**src/rtl/icache_refill_ctrl_pkg.sv**
```systemverilog
// ============================================================================
// Module   : icache_refill_ctrl_pkg
// Brief    : Shared types and default geometry for the icache refill path.
// Revision : 1.0 - initial release
// ============================================================================
`default_nettype none

package icache_refill_ctrl_pkg;

    localparam int c_icache_num_set      = 64;
    localparam int c_icache_ways_per_set = 4;
    localparam int c_thr_per_core        = 4;
    localparam int c_phy_addr_width      = 32;
    localparam int c_icache_line_width   = 512;

    typedef enum logic [1:0] {
        ST_IDLE     = 2'd0,
        ST_REQ      = 2'd1,
        ST_WAIT_RSP = 2'd2
    } refill_state_t;

    typedef enum logic {
        SINGLE_THREADED = 1'b0,
        MULTI_THREADED  = 1'b1
    } multithreading_mode_t;

    // Byte-offset width of a line; the set field sits directly above it.
    function automatic int line_offset_w(input int line_w);
        return $clog2(line_w / 8);
    endfunction

endpackage

`default_nettype wire

```
**src/rtl/icache_refill_ctrl_rr_arbiter.sv**
```systemverilog
// ============================================================================
// Module   : icache_refill_ctrl_rr_arbiter
// Brief    : Round-robin arbiter; request vector to one-hot grant, pointer
//            moves past the winner when advance_i is high.
// Revision : 1.0 - initial release
// ============================================================================
`default_nettype none

module icache_refill_ctrl_rr_arbiter #(
    parameter int N     = 4,
    parameter int IDX_W = 2
) (
    input  logic             clock_i,
    input  logic             reset_i,
    input  logic [N-1:0]     req_i,
    input  logic             advance_i,
    output logic [N-1:0]     grant_o,
    output logic [IDX_W-1:0] grant_idx_o,
    output logic             grant_valid_o
);

    logic [IDX_W-1:0] ptr_q;
    logic [IDX_W-1:0] ptr_d;

    always_comb begin
        logic [IDX_W-1:0] cand;
        logic             found;
        cand          = '0;
        found         = 1'b0;
        grant_o       = '0;
        grant_idx_o   = '0;
        for (int i = 0; i < N; i++) begin
            cand = IDX_W'((int'(ptr_q) + i) % N);
            if (!found && req_i[cand]) begin
                grant_o[cand] = 1'b1;
                grant_idx_o   = cand;
                found         = 1'b1;
            end
        end
        grant_valid_o = found;
        ptr_d         = ptr_q;
        if (advance_i && found) begin
            ptr_d = IDX_W'((int'(grant_idx_o) + 1) % N);
        end
    end

    always_ff @(posedge clock_i) begin
        if (reset_i) begin
            ptr_q <= '0;
        end else begin
            ptr_q <= ptr_d;
        end
    end

endmodule

`default_nettype wire

```
**src/rtl/icache_refill_ctrl.sv**
```systemverilog
// ============================================================================
// Module   : icache_refill_ctrl
// Brief    : Per-thread icache miss tracking, round-robin line requests and
//            one-cycle fill / LRU update / wake-up on each response.
// Revision : 1.0 - initial release
// ============================================================================
`default_nettype none

module icache_refill_ctrl
    import icache_refill_ctrl_pkg::*;
#(
    parameter int NUM_SET        = c_icache_num_set,
    parameter int WAYS_PER_SET   = c_icache_ways_per_set,
    parameter int NUM_THREADS    = c_thr_per_core,
    parameter int ADDR_W         = c_phy_addr_width,
    parameter int LINE_W         = c_icache_line_width,
    parameter int NUM_SET_W      = $clog2(NUM_SET),
    parameter int WAYS_PER_SET_W = $clog2(WAYS_PER_SET),
    parameter int THR_W          = (NUM_THREADS > 1) ? $clog2(NUM_THREADS) : 1,
    parameter int OFFSET_W       = line_offset_w(LINE_W),
    parameter int TAG_W          = ADDR_W - NUM_SET_W - OFFSET_W
) (
    input  logic                      clock_i,
    input  logic                      reset_i,
    input  multithreading_mode_t      mt_mode_i,
    input  logic                      miss_valid_i,
    input  logic [THR_W-1:0]          miss_thread_i,
    input  logic [ADDR_W-1:0]         miss_addr_i,
    output logic                      miss_ready_o,
    output logic                      victim_req_o,
    output logic [NUM_SET_W-1:0]      victim_set_o,
    input  logic [WAYS_PER_SET_W-1:0] victim_way_i,
    output logic                      mem_req_valid_o,
    output logic [ADDR_W-1:0]         mem_req_addr_o,
    output logic [THR_W-1:0]          mem_req_thread_o,
    input  logic                      mem_req_ready_i,
    input  logic                      mem_rsp_valid_i,
    input  logic [THR_W-1:0]          mem_rsp_thread_i,
    input  logic [LINE_W-1:0]         mem_rsp_data_i,
    output logic                      fill_valid_o,
    output logic [NUM_SET_W-1:0]      fill_set_o,
    output logic [WAYS_PER_SET_W-1:0] fill_way_o,
    output logic [TAG_W-1:0]          fill_tag_o,
    output logic [LINE_W-1:0]         fill_data_o,
    output logic                      update_req_mt_o,
    output logic [NUM_SET_W-1:0]      update_set_mt_o,
    output logic [WAYS_PER_SET_W-1:0] update_way_mt_o,
    output logic [THR_W-1:0]          update_thread_mt_o,
    output logic [NUM_THREADS-1:0]    refill_done_o,
    output logic                      rsp_error_o
);

    refill_state_t               state_q [NUM_THREADS];
    refill_state_t               state_d [NUM_THREADS];
    logic [ADDR_W-1:0]           addr_q  [NUM_THREADS];
    logic [WAYS_PER_SET_W-1:0]   way_q   [NUM_THREADS];

    logic                        mem_req_valid_q;
    logic [ADDR_W-1:0]           mem_req_addr_q;
    logic [THR_W-1:0]            mem_req_thread_q;

    logic                        fill_valid_q;
    logic [NUM_SET_W-1:0]        fill_set_q;
    logic [WAYS_PER_SET_W-1:0]   fill_way_q;
    logic [TAG_W-1:0]            fill_tag_q;
    logic [LINE_W-1:0]           fill_data_q;
    logic [THR_W-1:0]            fill_thread_q;
    logic [NUM_THREADS-1:0]      refill_done_q;
    logic                        rsp_error_q;

    logic                        w_thread_ok;
    logic                        w_alloc;
    logic                        w_accept;
    logic                        w_rsp_hit;
    logic                        w_arb_advance;
    logic [NUM_THREADS-1:0]      w_arb_req;
    logic [NUM_THREADS-1:0]      w_arb_gnt;
    logic [THR_W-1:0]            w_arb_idx;
    logic                        w_arb_valid;
    logic [ADDR_W-1:0]           w_gnt_addr;

    // Single-threaded cores only ever refill on behalf of thread 0.
    assign w_thread_ok   = (mt_mode_i == MULTI_THREADED) || (miss_thread_i == '0);
    assign miss_ready_o  = w_thread_ok && (state_q[miss_thread_i] == ST_IDLE);
    assign victim_req_o  = miss_valid_i && miss_ready_o;
    assign victim_set_o  = miss_addr_i[OFFSET_W +: NUM_SET_W];
    assign w_alloc       = victim_req_o;
    assign w_accept      = mem_req_valid_q && mem_req_ready_i;
    assign w_rsp_hit     = mem_rsp_valid_i && (state_q[mem_rsp_thread_i] == ST_WAIT_RSP);
    assign w_arb_advance = !mem_req_valid_q && w_arb_valid;

    for (genvar g = 0; g < NUM_THREADS; g++) begin : g_arb_req
        assign w_arb_req[g] = (state_q[g] == ST_REQ);
    end

    icache_refill_ctrl_rr_arbiter #(
        .N     (NUM_THREADS),
        .IDX_W (THR_W)
    ) u_rr_arbiter (
        .clock_i       (clock_i),
        .reset_i       (reset_i),
        .req_i         (w_arb_req),
        .advance_i     (w_arb_advance),
        .grant_o       (w_arb_gnt),
        .grant_idx_o   (w_arb_idx),
        .grant_valid_o (w_arb_valid)
    );

    always_comb begin
        w_gnt_addr = '0;
        for (int i = 0; i < NUM_THREADS; i++) begin
            if (w_arb_gnt[i]) begin
                w_gnt_addr = w_gnt_addr | addr_q[i];
            end
        end
    end

    // Allocation, acceptance and response each require a different current
    // state, so at most one of them can apply to a given thread per cycle.
    always_comb begin
        for (int i = 0; i < NUM_THREADS; i++) begin
            state_d[i] = state_q[i];
            if (w_alloc && (miss_thread_i == THR_W'(i))) begin
                state_d[i] = ST_REQ;
            end
            if (w_accept && (mem_req_thread_q == THR_W'(i))) begin
                state_d[i] = ST_WAIT_RSP;
            end
            if (w_rsp_hit && (mem_rsp_thread_i == THR_W'(i))) begin
                state_d[i] = ST_IDLE;
            end
        end
    end

    always_ff @(posedge clock_i) begin
        if (reset_i) begin
            for (int i = 0; i < NUM_THREADS; i++) begin
                state_q[i] <= ST_IDLE;
                addr_q[i]  <= '0;
                way_q[i]   <= '0;
            end
            mem_req_valid_q  <= 1'b0;
            mem_req_addr_q   <= '0;
            mem_req_thread_q <= '0;
            fill_valid_q     <= 1'b0;
            fill_set_q       <= '0;
            fill_way_q       <= '0;
            fill_tag_q       <= '0;
            fill_data_q      <= '0;
            fill_thread_q    <= '0;
            refill_done_q    <= '0;
            rsp_error_q      <= 1'b0;
        end else begin
            for (int i = 0; i < NUM_THREADS; i++) begin
                state_q[i] <= state_d[i];
            end
            if (w_alloc) begin
                addr_q[miss_thread_i] <= miss_addr_i;
                way_q[miss_thread_i]  <= victim_way_i;
            end

            if (w_arb_advance) begin
                mem_req_valid_q  <= 1'b1;
                mem_req_addr_q   <= w_gnt_addr;
                mem_req_thread_q <= w_arb_idx;
            end else if (w_accept) begin
                mem_req_valid_q  <= 1'b0;
            end

            fill_valid_q  <= w_rsp_hit;
            refill_done_q <= '0;
            if (w_rsp_hit) begin
                fill_set_q    <= addr_q[mem_rsp_thread_i][OFFSET_W +: NUM_SET_W];
                fill_way_q    <= way_q[mem_rsp_thread_i];
                fill_tag_q    <= addr_q[mem_rsp_thread_i][ADDR_W-1 -: TAG_W];
                fill_data_q   <= mem_rsp_data_i;
                fill_thread_q <= mem_rsp_thread_i;
                refill_done_q <= NUM_THREADS'(1) << mem_rsp_thread_i;
            end
            if (mem_rsp_valid_i && !w_rsp_hit) begin
                rsp_error_q <= 1'b1;
            end
        end
    end

    assign mem_req_valid_o    = mem_req_valid_q;
    assign mem_req_addr_o     = mem_req_addr_q;
    assign mem_req_thread_o   = mem_req_thread_q;
    assign fill_valid_o       = fill_valid_q;
    assign fill_set_o         = fill_set_q;
    assign fill_way_o         = fill_way_q;
    assign fill_tag_o         = fill_tag_q;
    assign fill_data_o        = fill_data_q;
    assign update_req_mt_o    = fill_valid_q;
    assign update_set_mt_o    = fill_set_q;
    assign update_way_mt_o    = fill_way_q;
    assign update_thread_mt_o = fill_thread_q;
    assign refill_done_o      = refill_done_q;
    assign rsp_error_o        = rsp_error_q;

endmodule

`default_nettype wire

```
**config.mk**
```make
export PLATFORM = sky130hd
export DESIGN_NAME = icache_refill_ctrl
export DESIGN_NICKNAME = d
export VERILOG_FILES = /design/src/rtl/icache_refill_ctrl_pkg.sv /design/src/rtl/icache_refill_ctrl_rr_arbiter.sv /design/src/rtl/icache_refill_ctrl.sv
export SDC_FILE = /design/constraint.sdc
export NUM_CORES = 1
export LEC_CHECK = 0
export BUFFER_PORTS_ARGS = -buffer_cell sky130_fd_sc_hd__buf_2
export CORE_AREA = 4 4 446 448
export DETAILED_ROUTE_END_ITERATION = 10
export DIE_AREA = 0 0 450 452
export GPL_ROUTABILITY_DRIVEN = 0
export SETUP_SLACK_MARGIN = 0.02
export SLEW_MARGIN = 25
export SYNTH_ARGS = -nofsm -noshare
export SYNTH_HDL_FRONTEND = slang
export SYNTH_SLANG_ARGS = --single-unit
```
**constraint.sdc**
```tcl
create_clock -name clock_i -period 8.2 [get_ports clock_i]
set_input_delay 0.41 -clock clock_i [delete_from_list [all_inputs] [get_ports clock_i]]
set_output_delay 0.41 -clock clock_i [all_outputs]
set_load 0.01 [all_outputs]
```
==> metrics.yaml <==
final_layout:
  syn_to_final_growth_pct: 63.0
  final_util_pct: 22.6
  multiInputGateArea_um2: 9990
  drive_above_1_share_pct: 29.6
  seqCellArea_um2: 16000
  fin_nets: 5159
  final.fill_count: 21143
  final_common_cell: "buf_2"
  mostFrequentLayoutCells: "1154 x buf_2, 1095 x nand2_1, 614 x a21oi_1"
route:
  wl_met2_mm: 78.9
  wire_per_inst_um: 24.9
  drc_errors: 0
  drt_iter0_markers: 3127
  top_layer_used: "met5"
  antenna_left: 0
  drt-pass1-iter-count: 9
  vias: 29977
  drt-met1-wl_mm: 71.7
  via_per_inst: 4.13
  met3_length_mm: 17.7
  wl_mm: 181
grt:
  grt_usage_pct: 16.8
  grt_pass1_vias: 28786
  grt_pass1_wl_mm: 241
  grt_max_degree: 188
  gr-total-overflow: 0
  antenna_found_initial: 113
critical_path:
  rrSetupSlack_ns: 4.50
  end_kind: "flip-flop"
  path_cells: "inv_1 -> ha_1 -> mux4_2 -> nor2_1 -> a221o_2 -> a222oi_1 -> a21oi_1"
  crit_type: "reg2reg"
  slowest_delay_ns: 0.92
  worst_ep_required_time_ns: 8.81
  worstSetupStartpointType: "flip-flop"
  path_max_fanout: 32
  cp.arrival_ns: 4.30
  cp_slowest_cell: "a221o_2"
pwr:
  p_sw_uw: 2590
  swShare_pct: 27.5
  leakage_uw: 0.0185
  p_seq_share_pct: 41.4
  intPower_uw: 6840
  ir_worst_vdd_mv: 0.157
  comb_power_share_pct: 13.0
  pwr-share-clk_pct: 45.6
  power_density_nw_per_um2: 215
clock_tree:
  cts_resized: 0
  cts.path.max_buffers: 3
  cts_tree: "done"
  root_buffer: "clkbuf_16"
  cts_sinks: 729
  cts_buffers: 93
  htreeDepth: 3
  path_clk_slew_ns: 0.06
  clock_insertion_delay_worst_skew_ns: 0.70
placed_design:
  portBuffers: 1155
  dp_hpwl_mm: 139
  pre_cts_ws_ns: 4.41
floorplanning:
  start_util_pct: 13.9
  rows: 162
  fp.dieH_um: 452
  core-area_um2: 195000
  fp.dieArea_um2: 203000
  die_x_um: 450
  io_pins: 1156
yosys:
  synth_top_area_share_pct: 44.0
  synth_compound_area_share_pct: 14.1
  synth_edf_count: 136
  synth_xor_area_share_pct: 0
  ys_ff_latch: 729
  ys.flop_type: "dfxtp_1"
  async_flop_share_pct: 0
  synth_fa_ha_area_share_pct: 0.371
  synth_fp_nets: 3597
  ys_types: 50
  synth_area_um2: 27000
  synthSimpleGateAreaFrac_pct: 19.7
  yosysWarnings: 0
  synth_area_leaders: "dfxtp_1 44%, nand2_1 15%, edfxtp_1 15%"
  synth_top_family_by_area: "simple AND/OR/NAND/NOR gates"
  synthMuxAreaShare_pct: 2.59
  yosysTopAreaCell: "dfxtp_1"
  ys_seq_area_share_pct: 59.1
  avgSynthCellArea_um2: 8.89
  postSynthCellCount: 3033
sta:
  slew_viol_final: 0
  period_share_pct: 45.1
  rsz0062_at_grt: "no"
  holdWs_ns: 0.0854
  timing.slew.headroom_pct: 14.6
  period_needed_ns: 3.70
  skew_ns: 0.0234
  final-setup-viol-count: 0
  setup_ws_ns: 4.50
  worst_pin_slew_ns: 1.28
  finalHoldViolations: 0
  tns_ns: 0
  maxClockFrequency_ghz: 0.270
flow_run:
  cap_violations: 0
status:
  status: "completed"
hold_path:
  hp-class: "in2reg"
sequential cells by signal (all words and copies together), names as in the netlist:
name,flops
fill_data_o,512
addr_q,128
mem_req_addr_o,32
fill_tag_o,20
state_q,8
way_q,8
fill_set_o,6
refill_done_o,4
fill_way_o,2
mem_req_thread_o,2
u_rr_arbiter.ptr_q,2
update_thread_mt_o,2
fill_valid_o,1
mem_req_valid_o,1
rsp_error_o,1
through the flow:
step	cells	power (uW)	area, um^2
floorplan	3033	4380	27000
global placement	6501	4950	35200
detailed placement	6501	4970	35200
CTS	7213	9590	43800
global route	7240	9790	43900
finish	7264	9430	44000
worst max-delay path: cells and delay by family, from the launching register on:
kind            cells  cell delay, ns
simple gates        1            0.34
mux                 1            0.38
buf+inv             1            0.30
compound gates      3            1.45
flops               1            0.62
fa+ha+maj           1            0.50
routing by layer:
| layer | vias to the layer above | GRT usage (%) |
|---|---|---|
| li1 | 13330 | - |
| met1 | 14452 | 20.4 |
| met2 | 1740 | 25.9 |
| met3 | 421 | 5.79 |
| met4 | 34 | 9.62 |
| met5 | - | 0 |
layout make-up:
cell class	instances	share of cell area [%]
Antenna cell	51	0.290
Clock buffer	127	6.05
Clock inverter	44	1.24
Inverter	11	0.0939
Multi-Input combinational cell	2043	22.7
Sequential cell	729	36.3
Tap cell	2542	7.24
Timing Repair Buffer	1717	26.1
worst paths after layout:
check                                      startpoint           endpoint  depth (start not counted)
worst min register to register       fill_data_o[182]   fill_data_o[182]                          2
worst max register to register  u_rr_arbiter.ptr_q[0]  mem_req_addr_o[4]                          7
worst min-delay path              mem_rsp_data_i[235]   fill_data_o[235]                          3
worst max-delay path            u_rr_arbiter.ptr_q[0]  mem_req_addr_o[4]                          7
power by group through the flow:
stage	logic, uW	registers (uW)	clock network, uW
2_1_floorplan	366	4010	0
3_3_place_gp	983	3970	0
3_5_place_dp	992	3970	0
4_1_cts	1240	3900	4460
5_1_grt	1310	3920	4560
6_report	1230	3900	4300
kinds of logic (layout without fill, tap and decap cells):
group                      Yosys count  after routing
AOI/OAI and AO/OA                  710            710
and+or+nand+nor                   1294           1294
DFF                                729            729
buffers and inverters              261           1899
muxes                               31             31
adders and majority gates            8              8
other                                0             51
synthesized netlist by cell type (16+ instances only):
cell type  instances
edfxtp_1         136
buf_2             31
and3_1            72
clkbuf_1         196
nand2_1         1099
a222oi_1          32
dfxtp_1          593
o21ai_0           37
nor2_1            16
and2_1            70
mux4_2            31
a21oi_1          614
repair_timing:
| item | 4_1_cts | 5_1_grt |
|---|---|---|
| hold endpoints to repair | 636 | 0 |
| setup buffers | 0 | 0 |
| hold buffers | 541 | 0 |
No activity file was read; power rests on OpenSTA's default activity.
